`src/rtl/div_issue_queue_pkg.sv`:
```
// Shared core types used by the divider issue path: uop and branch records,
// the divide opcode set, and the signed sqN age test.
package div_issue_queue_pkg;

    localparam int SQN_W = 7;
    localparam int TAG_W = 7;

    typedef logic [SQN_W-1:0] SqN;

    typedef enum logic [1:0] {
        DIV_DIV,
        DIV_DIVU,
        DIV_REM,
        DIV_REMU
    } DivOp;

    typedef struct packed {
        logic             valid;
        DivOp             opcode;
        logic [31:0]      srcA;
        logic [31:0]      srcB;
        logic [TAG_W-1:0] tagDst;
        SqN               sqN;
    } EX_UOp;

    typedef struct packed {
        logic taken;
        SqN   sqN;
    } BranchProv;

    // True when 'a' is younger than 'b' in the wrapping sequence space.
    function automatic logic sqn_younger(input SqN a, input SqN b);
        SqN diff;
        diff = a - b;
        return $signed(diff) > 0;
    endfunction

endpackage

```
`src/rtl/div_issue_queue_if.sv`:
```
// Dispatch/branch/divider handshake bundle around the divider issue queue.
interface div_issue_queue_if;
    import div_issue_queue_pkg::*;

    BranchProv IN_branch;
    EX_UOp     IN_uop;
    logic      OUT_ready;
    logic      IN_divBusy;
    logic      OUT_en;
    EX_UOp     OUT_uop;

    modport master (
        output IN_branch, IN_uop, IN_divBusy,
        input  OUT_ready, OUT_en, OUT_uop
    );

    modport slave (
        input  IN_branch, IN_uop, IN_divBusy,
        output OUT_ready, OUT_en, OUT_uop
    );

endinterface

```
`src/rtl/div_issue_queue.sv`:
```
// In-order FIFO between integer dispatch and the iterative divider; issues one
// uop at a time with a post-issue holdoff and drops branch-squashed entries.
module div_issue_queue
    import div_issue_queue_pkg::*;
#(
    parameter int DEPTH   = 4,
    parameter int HOLDOFF = 3
) (
    input logic              clk,
    input logic              rst,
    div_issue_queue_if.slave bus
);

    localparam int PW = $clog2(DEPTH);
    localparam int CW = PW + 1;
    localparam int HW = $clog2(HOLDOFF + 2);

    EX_UOp         mem [DEPTH];
    logic [PW-1:0] head;
    logic [PW-1:0] tail;
    logic [PW-1:0] tail_flush;
    logic [PW-1:0] idx;
    logic [CW-1:0] count;
    logic [CW-1:0] kept;
    logic [CW-1:0] count_nxt;
    logic [HW-1:0] holdoff;
    logic          found;
    logic          head_sq;
    logic          in_sq;
    logic          enq;
    logic          issue;

    // Entries are in program order, so the first squashed one from the head
    // marks the start of a contiguous squashed suffix; 'kept' survives.
    always_comb begin
        found      = 1'b0;
        kept       = count;
        idx        = '0;
        for (int k = 0; k < DEPTH; k++) begin
            idx = head + PW'(k);
            if (!found && (CW'(k) < count) && bus.IN_branch.taken &&
                sqn_younger(mem[idx].sqN, bus.IN_branch.sqN)) begin
                found = 1'b1;
                kept  = CW'(k);
            end
        end
        head_sq    = found && (kept == '0);
        tail_flush = found ? (head + kept[PW-1:0]) : tail;

        bus.OUT_ready = (count < CW'(DEPTH));
        in_sq = bus.IN_branch.taken && sqn_younger(bus.IN_uop.sqN, bus.IN_branch.sqN);
        enq   = bus.IN_uop.valid && bus.OUT_ready && !in_sq;
        issue = (count != '0) && !bus.IN_divBusy && (holdoff == '0) && !head_sq;

        count_nxt = kept + CW'(enq) - CW'(issue);
    end

    assign bus.OUT_en = bus.OUT_uop.valid;

    always_ff @(posedge clk or posedge rst) begin
        if (rst) begin
            head        <= '0;
            tail        <= '0;
            count       <= '0;
            holdoff     <= '0;
            bus.OUT_uop <= '0;
        end else begin
            head  <= head + PW'(issue);
            tail  <= tail_flush + PW'(enq);
            count <= count_nxt;

            if (issue)
                holdoff <= HW'(HOLDOFF);
            else if (holdoff != '0)
                holdoff <= holdoff - HW'(1);

            // Output is valid for a single cycle; holdoff guarantees no
            // back-to-back issue, so this also retires a squashed in-flight op.
            if (issue) begin
                bus.OUT_uop       <= mem[head];
                bus.OUT_uop.valid <= 1'b1;
            end else begin
                bus.OUT_uop.valid <= 1'b0;
            end
        end
    end

    always_ff @(posedge clk) begin
        if (enq)
            mem[tail_flush] <= bus.IN_uop;
    end

endmodule

```
`src/flat_wrapper.sv`:
```
// flat-port wrapper written by rule: the top's interface ports become plain ports
module div_issue_queue_flat import div_issue_queue_pkg::*;
#(
    parameter int DEPTH   = 4,
    parameter int HOLDOFF = 3
)
  (clk, rst, bus_IN_branch, bus_IN_uop, bus_IN_divBusy, bus_OUT_ready, bus_OUT_en, bus_OUT_uop);
  div_issue_queue_if bus_i ();
  input logic clk;
  input logic rst;
  input wire logic [$bits(bus_i.IN_branch)-1:0] bus_IN_branch;
  input wire logic [$bits(bus_i.IN_uop)-1:0] bus_IN_uop;
  input wire logic [$bits(bus_i.IN_divBusy)-1:0] bus_IN_divBusy;
  output wire logic [$bits(bus_i.OUT_ready)-1:0] bus_OUT_ready;
  output wire logic [$bits(bus_i.OUT_en)-1:0] bus_OUT_en;
  output wire logic [$bits(bus_i.OUT_uop)-1:0] bus_OUT_uop;
  assign bus_i.IN_branch = bus_IN_branch;
  assign bus_i.IN_uop = bus_IN_uop;
  assign bus_i.IN_divBusy = bus_IN_divBusy;
  assign bus_OUT_ready = bus_i.OUT_ready;
  assign bus_OUT_en = bus_i.OUT_en;
  assign bus_OUT_uop = bus_i.OUT_uop;
  div_issue_queue #(.DEPTH(DEPTH), .HOLDOFF(HOLDOFF)) u_core (.clk(clk), .rst(rst), .bus(bus_i));
endmodule
```
`config.mk`:
```
export PLATFORM = sky130hd
export DESIGN_NAME = div_issue_queue_flat
export DESIGN_NICKNAME = d
export VERILOG_FILES = /design/src/rtl/div_issue_queue_pkg.sv /design/src/rtl/div_issue_queue_if.sv /design/src/rtl/div_issue_queue.sv /design/src/flat_wrapper.sv
export SDC_FILE = /design/constraint.sdc
export NUM_CORES = 1
export LEC_CHECK = 0
export ABC_AREA = 0
export BUFFER_PORTS_ARGS = -buffer_cell sky130_fd_sc_hd__clkbuf_2
export CORE_AREA = 5 5 178 180
export CTS_CLUSTER_DIAMETER = 50
export DETAILED_ROUTE_END_ITERATION = 7
export DIE_AREA = 0 0 183 185
export PLACE_DENSITY = 0.79
export SYNTH_ARGS = -nofsm -noshare
export SYNTH_HDL_FRONTEND = slang
export SYNTH_SLANG_ARGS = --single-unit
```
`constraint.sdc`:
```
create_clock -name clk -period 13.94 [get_ports clk]
set_input_delay 1.394 -clock clk [delete_from_list [all_inputs] [get_ports clk]]
set_output_delay 1.394 -clock clk [all_outputs]
set_load 0.05 [all_outputs]
```
==> flow_summary_export.csv, run 1 <==
group,metric,value,unit
synthesis,synthTopCellsByArea,"edfxtp_1 (56%), dfrtp_1 (13%), mux4_2 (12%)",
sta,rsz0062_at_grt,"no",
worst_setup_path,critPathArrivalTime,6.81,ns
worst_setup_path,required,14.07,ns
sta,fin_crit,6.68,ns
detailed_routing,vias,8551,
synthesis,ys.flop_type,"edfxtp_1",
worst_hold_path,hp-class,"flop to flop",
worst_setup_path,cpPeakStageDelay,0.93,ns
global_routing,grt_pass1_vias,9174,
synthesis,synth_mux_area_frac,0.194,
place,port_buffers,174,
sta,maxSlewHeadroom,0.256,
synthesis,ys_ff_latch,411,
clocking,clock_latency,0.53,ns
global_routing,grt.total_usage,0.197,
worst_hold_path,hold_path_startpoint,"u_core.bus.OUT_uop[20]$_DFFE_PP0P_",
worst_setup_path,reg2reg_from,"u_core.head[0]$_DFF_PP0_",
sta,hold_viol_final,0,
synthesis,syn_inst,870,
sta,final.period_utilization,0.479,
clocking,cts_hold_buf,0,
detailed_routing,antenna_left,0,
detailed_routing,vias_per_cell,5.72,
layout,drive_above_1_share,0.404,
clocking,ctsResizeCount,0,
global_routing,antenna_found_initial,5,
worst_setup_path,critical-path-top-delay-family,"buffers and inverters",
synthesis,synth-adder-area-share,0.0338,
sta,max_freq,150,MHz
detailed_routing,wl,32800,um
worst_setup_path,crit_chain,"buf_4 > mux4_2 > ha_1 > nand2b_1 > mux2i_1 > o41ai_1 > nor3_1 > o21a_1 > nor2_1 > nor2_1 > ha_1 > xnor2_1 > nor3b_1 > o2bb2ai_2 > nor3b_2 > buf_4",
synthesis,synth.avg_cell_area,19.8,um2
clocking,post_cts_buffers,0,
clocking,numCtsBuffers,43,
synthesis,synth_edf_count,320,
synthesis,synth_compound_area_frac,0.0270,
floorplanning,die_y,185,um
synthesis,syn_area,17300,um2
detailed_routing,drt-wirelength-per-cell,21.9,um
layout,stdcell_area,19900,um2
worst_setup_path,cp_slowest_cell,"buf_4",
floorplanning,num_io_pins,175,
synthesis,yosysTopAreaCell,"edfxtp_1",
clocking,cts_tree,"done",
place,placed_area,18500,um2
worst_setup_path,worst-path-buf-inv,2,
flow_run,max-cap-violations,0,
power,power_frac_comb,0.407,
synthesis,synth_top_family_by_area,"multiplexers",
synthesis,synth_xor_area_frac,0.0137,
floorplanning,fp.dieArea,33900,um2
clocking,cts_sinks,411,
place,place_congestion,0.813,
floorplanning,placement_rows,64,
detailed_routing,drc,0,
synthesis,async_flop_share,0.221,
clocking,clk_pin_slew,0.06,ns
worst_setup_path,path_class,"flop to flop",
sta,skew,0.0249,ns
clocking,cts-root-buf,"clkbuf_16",
power,seq_power_share,0.385,
worst_setup_path,cp-start-kind,"flop",
synthesis,yosysMostFrequentCell,"edfxtp_1",
power,swShare,0.366,
sta,drv_slew,0,
worst_setup_path,crit_start,"u_core.head[0]$_DFF_PP0_",
clocking,cts_htree_levels,2,
floorplanning,core,30000,um2
power,p_leak,7.44,nW
sta,setup_tns,0,ns
clocking,cts_max_path_buffers,3,
synthesis,synthTopCellsByCount,"edfxtp_1 (320), dfrtp_1 (91), mux4_2 (91), mux2_4 (56), ha_1 (37)",
layout,fin_nets,1203,
layout,syn_to_final_growth,15.1,%
synthesis,synth_simple_gate_area_frac,0.0240,
sta,tightest_slew,1.12,ns
floorplanning,die_w,183,um
place,dp_hpwl,20600,um
synthesis,ys_warn_count,0,
synthesis,synth_top_area_frac,0.556,
detailed_routing,drt_iter0_markers,610,
power,intPower,0.00329,W
run_status,outcome,"finished, final reports clean",
worst_setup_path,worstPathMaxFanout,71,
power,switchingPower,0.00190,W
power,clockPowerShare,0.207,
power,pwr_density_cell,261,nW/um2
floorplanning,initial_utilization,0.575,
global_routing,grt_pass1_wl,52000,um
detailed_routing,drt-pass1-iter-count,4,
global_routing,grt_max_degree,72,
synthesis,synth_nets,1005,
sta,setup_viol,0,
synthesis,synthDistinctLibCells,57,
power,total_power,0.00519,W
global_routing,grt-ovfl-total,0,
worst_setup_path,end_kind,"flop",
power,peakVddDrop,0.180,mV
synthesis,yosysSeqAreaShare,0.688,
power by group through the flow:
stage | Clock (W) | Combinational [W] | Sequential, W
after floorplan | 0 | 0.00129 | 0.00239
after global placement | 0 | 0.00211 | 0.00200
after detailed placement | 0 | 0.00214 | 0.00203
after CTS | 0.00110 | 0.00215 | 0.00201
after global routing | 0.00116 | 0.00227 | 0.00205
final | 0.00108 | 0.00212 | 0.00200
worst reg2reg max path, cell delays in order, from the launching register on:
cell,delay (ns)
dfrtp_4,0.74
buf_4,0.76
mux4_2,0.45
ha_1,0.36
nand2b_1,0.12
mux2i_1,0.07
o41ai_1,0.58
nor3_1,0.19
o21a_1,0.21
nor2_1,0.12
nor2_1,0.06
ha_1,0.19
xnor2_1,0.21
nor3b_1,0.26
o2bb2ai_2,0.22
nor3b_2,0.70
buf_4,0.93
metal layers:
metal / part of all wire / track usage / up-vias
met5: 0.0019 / 0 / -
met4: 0.024 / 0.0524 / 8
met3: 0.067 / 0.0556 / 62
met2: 0.50 / 0.328 / 217
met1: 0.40 / 0.261 / 4405
li1: - / - / 3859
placed cells by master (no fill, tap or decap), types with 14 or more instances in the layout:
master | synthesis | final
mux4_2 | 91 | 91
nor2_1 | 28 | 28
mux2_2 | 28 | 28
clkbuf_2 | 0 | 174
inv_1 | 26 | 25
xnor2_1 | 15 | 15
clkbuf_1 | 17 | 14
clkbuf_16 | 0 | 44
dfrtp_1 | 91 | 89
a21oi_1 | 17 | 17
edfxtp_1 | 320 | 320
ha_1 | 37 | 37
mux2_4 | 56 | 56
cell families (layout without fill, tap and decap cells):
group / Yosys count / in the layout
compound gates: 66 / 66
fa+ha+maj: 43 / 43
buf+inv: 60 / 289
simple gates: 75 / 75
flops: 411 / 411
xor+xnor: 27 / 27
mux: 188 / 188
other cells: 0 / 1
flip-flops by register name (all words and copies together), names as in the netlist:
register,cells
u_core.tail,2
u_core.count,3
u_core.bus.OUT_uop,80
u_core.holdoff,3
u_core.bus.OUT_en,1
u_core.mem,320
u_core.head,2
final cells by class:
cell class	count	area, um2
diodes	1	2.50
clock buffers	61	1190
clock inverters	15	153
fillers	1971	10200
inverters	27	104
multi-input cells	399	5070
flip-flops and latches	411	11900
well taps	396	495
repair buffers	186	961
per-stage QoR:
stage                     std cells  hold WS, ns  utilization  setup slack (ns)
final                          1496        0.508        0.662              7.26
after global routing           1496        0.524        0.662              6.69
after CTS                      1495        0.508        0.662              7.13
after detailed placement       1419        0.494        0.617              7.13
after global placement         1419        0.490        0.617              7.26
after floorplan                 870        0.486            -              3.05
worst paths after layout:
path,cells after the start,slack [ns],end
max in group asynchronous,3,11.76,u_core.head[0]$_DFF_PP0_
worst min-delay path,1,0.51,u_core.bus.OUT_uop[20]$_DFFE_PP0P_
worst min register to register,1,0.51,u_core.bus.OUT_uop[20]$_DFFE_PP0P_
min in group asynchronous,2,0.87,u_core.bus.OUT_uop[55]$_DFFE_PP0P_
worst max register to register,16,7.26,u_core.mem[2][5]$_DFFE_PP_
worst max-delay path,16,7.26,u_core.mem[2][5]$_DFFE_PP_
Note: power is estimated with default switching activity, not from simulation.
==> run 2: changes to the inputs <==
--- a/config.mk
+++ b/config.mk
@@ -7,11 +7,11 @@
 export LEC_CHECK = 0
 export ABC_AREA = 0
 export BUFFER_PORTS_ARGS = -buffer_cell sky130_fd_sc_hd__clkbuf_2
-export CORE_AREA = 5 5 178 180
+export CORE_AREA = 5 5 187 189
 export CTS_CLUSTER_DIAMETER = 50
 export DETAILED_ROUTE_END_ITERATION = 7
-export DIE_AREA = 0 0 183 185
-export PLACE_DENSITY = 0.79
+export DIE_AREA = 0 0 192 194
+export PLACE_DENSITY = 0.75
 export SYNTH_ARGS = -nofsm -noshare
 export SYNTH_HDL_FRONTEND = slang
 export SYNTH_SLANG_ARGS = --single-unit
==> constraint.sdc (replaced) <==
create_clock -name clk -period 5.6 [get_ports clk]
set_input_delay 0.56 -clock clk [delete_from_list [all_inputs] [get_ports clk]]
set_output_delay 0.56 -clock clk [all_outputs]
set_load 0.05 [all_outputs]
==> run 2 against run 1 <==
  * First-iteration DRC count decreased by 28%
  * Global-route usage decreased by 1.3 points
  * Cell area increased by 3.6%
  * Final cell count increased by 4.5%
  * Clock power increased to 2.9 times the previous value
  * Register-to-register slack got worse by 6.8 ns
  * Critical path depth increased by 1
  * Utilization decreased by 4.0 points
  * Sequential cell count unchanged
  * Sequential power increased by 150%
==> flow_summary_export.csv, run 2 (synthesis results as in run 1) <==
group,metric,value,unit
floorplanning,core,33100,um2
worst_setup_path,path_class,"flop to flop",
layout,top_regs,"u_core.mem (320), u_core.bus.OUT_uop (80)",
clocking,cts_max_path_buffers,3,
clocking,clk_pin_slew,0.06,ns
clocking,cts-root-buf,"clkbuf_16",
detailed_routing,vias_per_cell,5.47,
detailed_routing,wl,33800,um
clocking,cts_sinks,411,
clocking,cts_tree,"done",
power,peakVddDrop,0.502,mV
clocking,clock_latency,0.55,ns
detailed_routing,drc,0,
layout,fin_nets,1214,
power,total_power,0.0137,W
layout,syn_to_final_growth,19.2,%
global_routing,grt_pass1_wl,53500,um
detailed_routing,drt-pass1-iter-count,5,
floorplanning,placement_rows,67,
detailed_routing,drt-wirelength-per-cell,21.6,um
floorplanning,fp.dieArea,37200,um2
clocking,post_cts_buffers,0,
worst_setup_path,worstPathMaxFanout,29,
global_routing,grt_max_degree,72,
detailed_routing,antenna_left,0,
global_routing,antenna_found_initial,2,
sta,drv_slew,0,
sta,tightest_slew,0.816,ns
place,port_buffers,174,
worst_hold_path,hp-class,"input port to asynchronous set/reset pin",
floorplanning,num_io_pins,175,
layout,final_common_cell,"edfxtp_1",
sta,max_freq,196,MHz
sta,setup_viol,0,
worst_setup_path,critPathArrivalTime,5.35,ns
global_routing,grt-ovfl-total,0,
layout,largest_register,"u_core.mem",
sta,fin_crit,5.11,ns
clocking,cts_htree_levels,2,
power,pwr_density_cell,667,nW/um2
global_routing,grt.total_usage,0.185,
worst_setup_path,cp-start-kind,"flop",
place,place_congestion,0.830,
worst_setup_path,required,5.84,ns
detailed_routing,vias,8548,
sta,skew,0.0245,ns
power,p_leak,7.70,nW
floorplanning,die_w,192,um
sta,final.period_utilization,0.913,
detailed_routing,drt_iter0_markers,441,
floorplanning,initial_utilization,0.522,
floorplanning,die_y,194,um
layout,final_cell_mix,"edfxtp_1 (320), clkbuf_2 (174), mux4_2 (91)",
layout,num-fill-cells,2328,
sta,rsz0062_at_grt,"no",
flow_run,max-cap-violations,0,
sta,maxSlewHeadroom,0.456,
place,dp_hpwl,21900,um
clocking,cts_hold_buf,0,
worst_setup_path,end_kind,"flop",
layout,antenna_cells,0,
layout,utilization,0.622,
run_status,outcome,"finished, final reports clean",
global_routing,grt_pass1_vias,9377,
layout,drive_above_1_share,0.440,
sta,hold_viol_final,0,
layout,largest_register_ffs,320,
clocking,ctsResizeCount,0,
sta,holdWs,0.103,ns
clocking,numCtsBuffers,44,
## run 2: cell types whose count changed in the layout (fill, tap and decap cells not counted), moves of 4 or more
cell / before / now
clkbuf_1: 14 / 3
buf_12: 0 / 10
bufinv_16: 1 / 9
clkinv_2: 5 / 11
ha_1: 37 / 33
inv_6: 4 / 0
## run 2: per-layer routing
layer / GRT usage / vias up / wire, um / part of all wire
li1: - / 3906 / - / -
met1: 0.253 / 4394 / 14200 / 0.42
met2: 0.306 / 198 / 16900 / 0.50
met3: 0.0474 / 46 / 2140 / 0.063
met4: 0.0359 / 4 / 508 / 0.015
met5: 0 / - / 34 / 0.0010
## run 2: worst max-delay path, cell delays in order (launching register included)
cell and delay (ns):
dfrtp_4 0.71, mux2_4 0.35, o21ai_2 0.21, ha_2 0.23, inv_1 0.05, fa_2 0.37
a211oi_2 0.26, nor2_1 0.09, xnor2_1 0.14, nand4b_1 0.13, o311a_4 0.39, nor2_1 0.12
ha_2 0.20, xnor2_2 0.15, nor3b_4 0.27, o2bb2ai_4 0.20, nor3b_4 0.62, buf_4 0.30
## run 2: power by group
part	switching (W)	internal (W)
logic	0.00328	0.00235
registers	0.000456	0.00449
clock network	0.00119	0.00196
## run 2: final timing paths
path / endpoint / slack, ns / from / cells after the start
worst max register to register: u_core.mem[2][10]$_DFFE_PP_ / 0.49 / u_core.head[0]$_DFF_PP0_ / 17
worst min-delay path: u_core.bus.OUT_en$_DFF_PP0_ / 0.10 / rst / 2
worst max-delay path: u_core.mem[2][10]$_DFFE_PP_ / 0.49 / u_core.head[0]$_DFF_PP0_ / 17
worst min register to register: u_core.bus.OUT_uop[75]$_DFFE_PP0P_ / 0.50 / u_core.bus.OUT_uop[75]$_DFFE_PP0P_ / 1
min in group clk: u_core.mem[1][64]$_DFFE_PP_ / 0.23 / bus_IN_uop[64] / 1
max in group asynchronous: u_core.head[0]$_DFF_PP0_ / 4.21 / rst / 3
## run 2: through the flow
stage	std cells	worst slack (ns)	TNS [ns]	area (um2)
floorplan	870	-0.604	-104.71	17500
CTS	1563	0.455	0	20600
global route	1563	0.172	0	20600
detailed placement	1481	0.479	0	18900
finish	1563	0.488	0	20600
global placement	1481	0.569	0	18900
## run 2: area by class of cell
cell class,count,area (um2),area share
flip-flops and latches,411,11900,0.578
multi-input cells,399,5230,0.254
clock buffers,52,1190,0.0579
repair buffers,196,1160,0.0564
well taps,448,561,0.0272
clock inverters,30,442,0.0215
inverters,27,104,0.00505
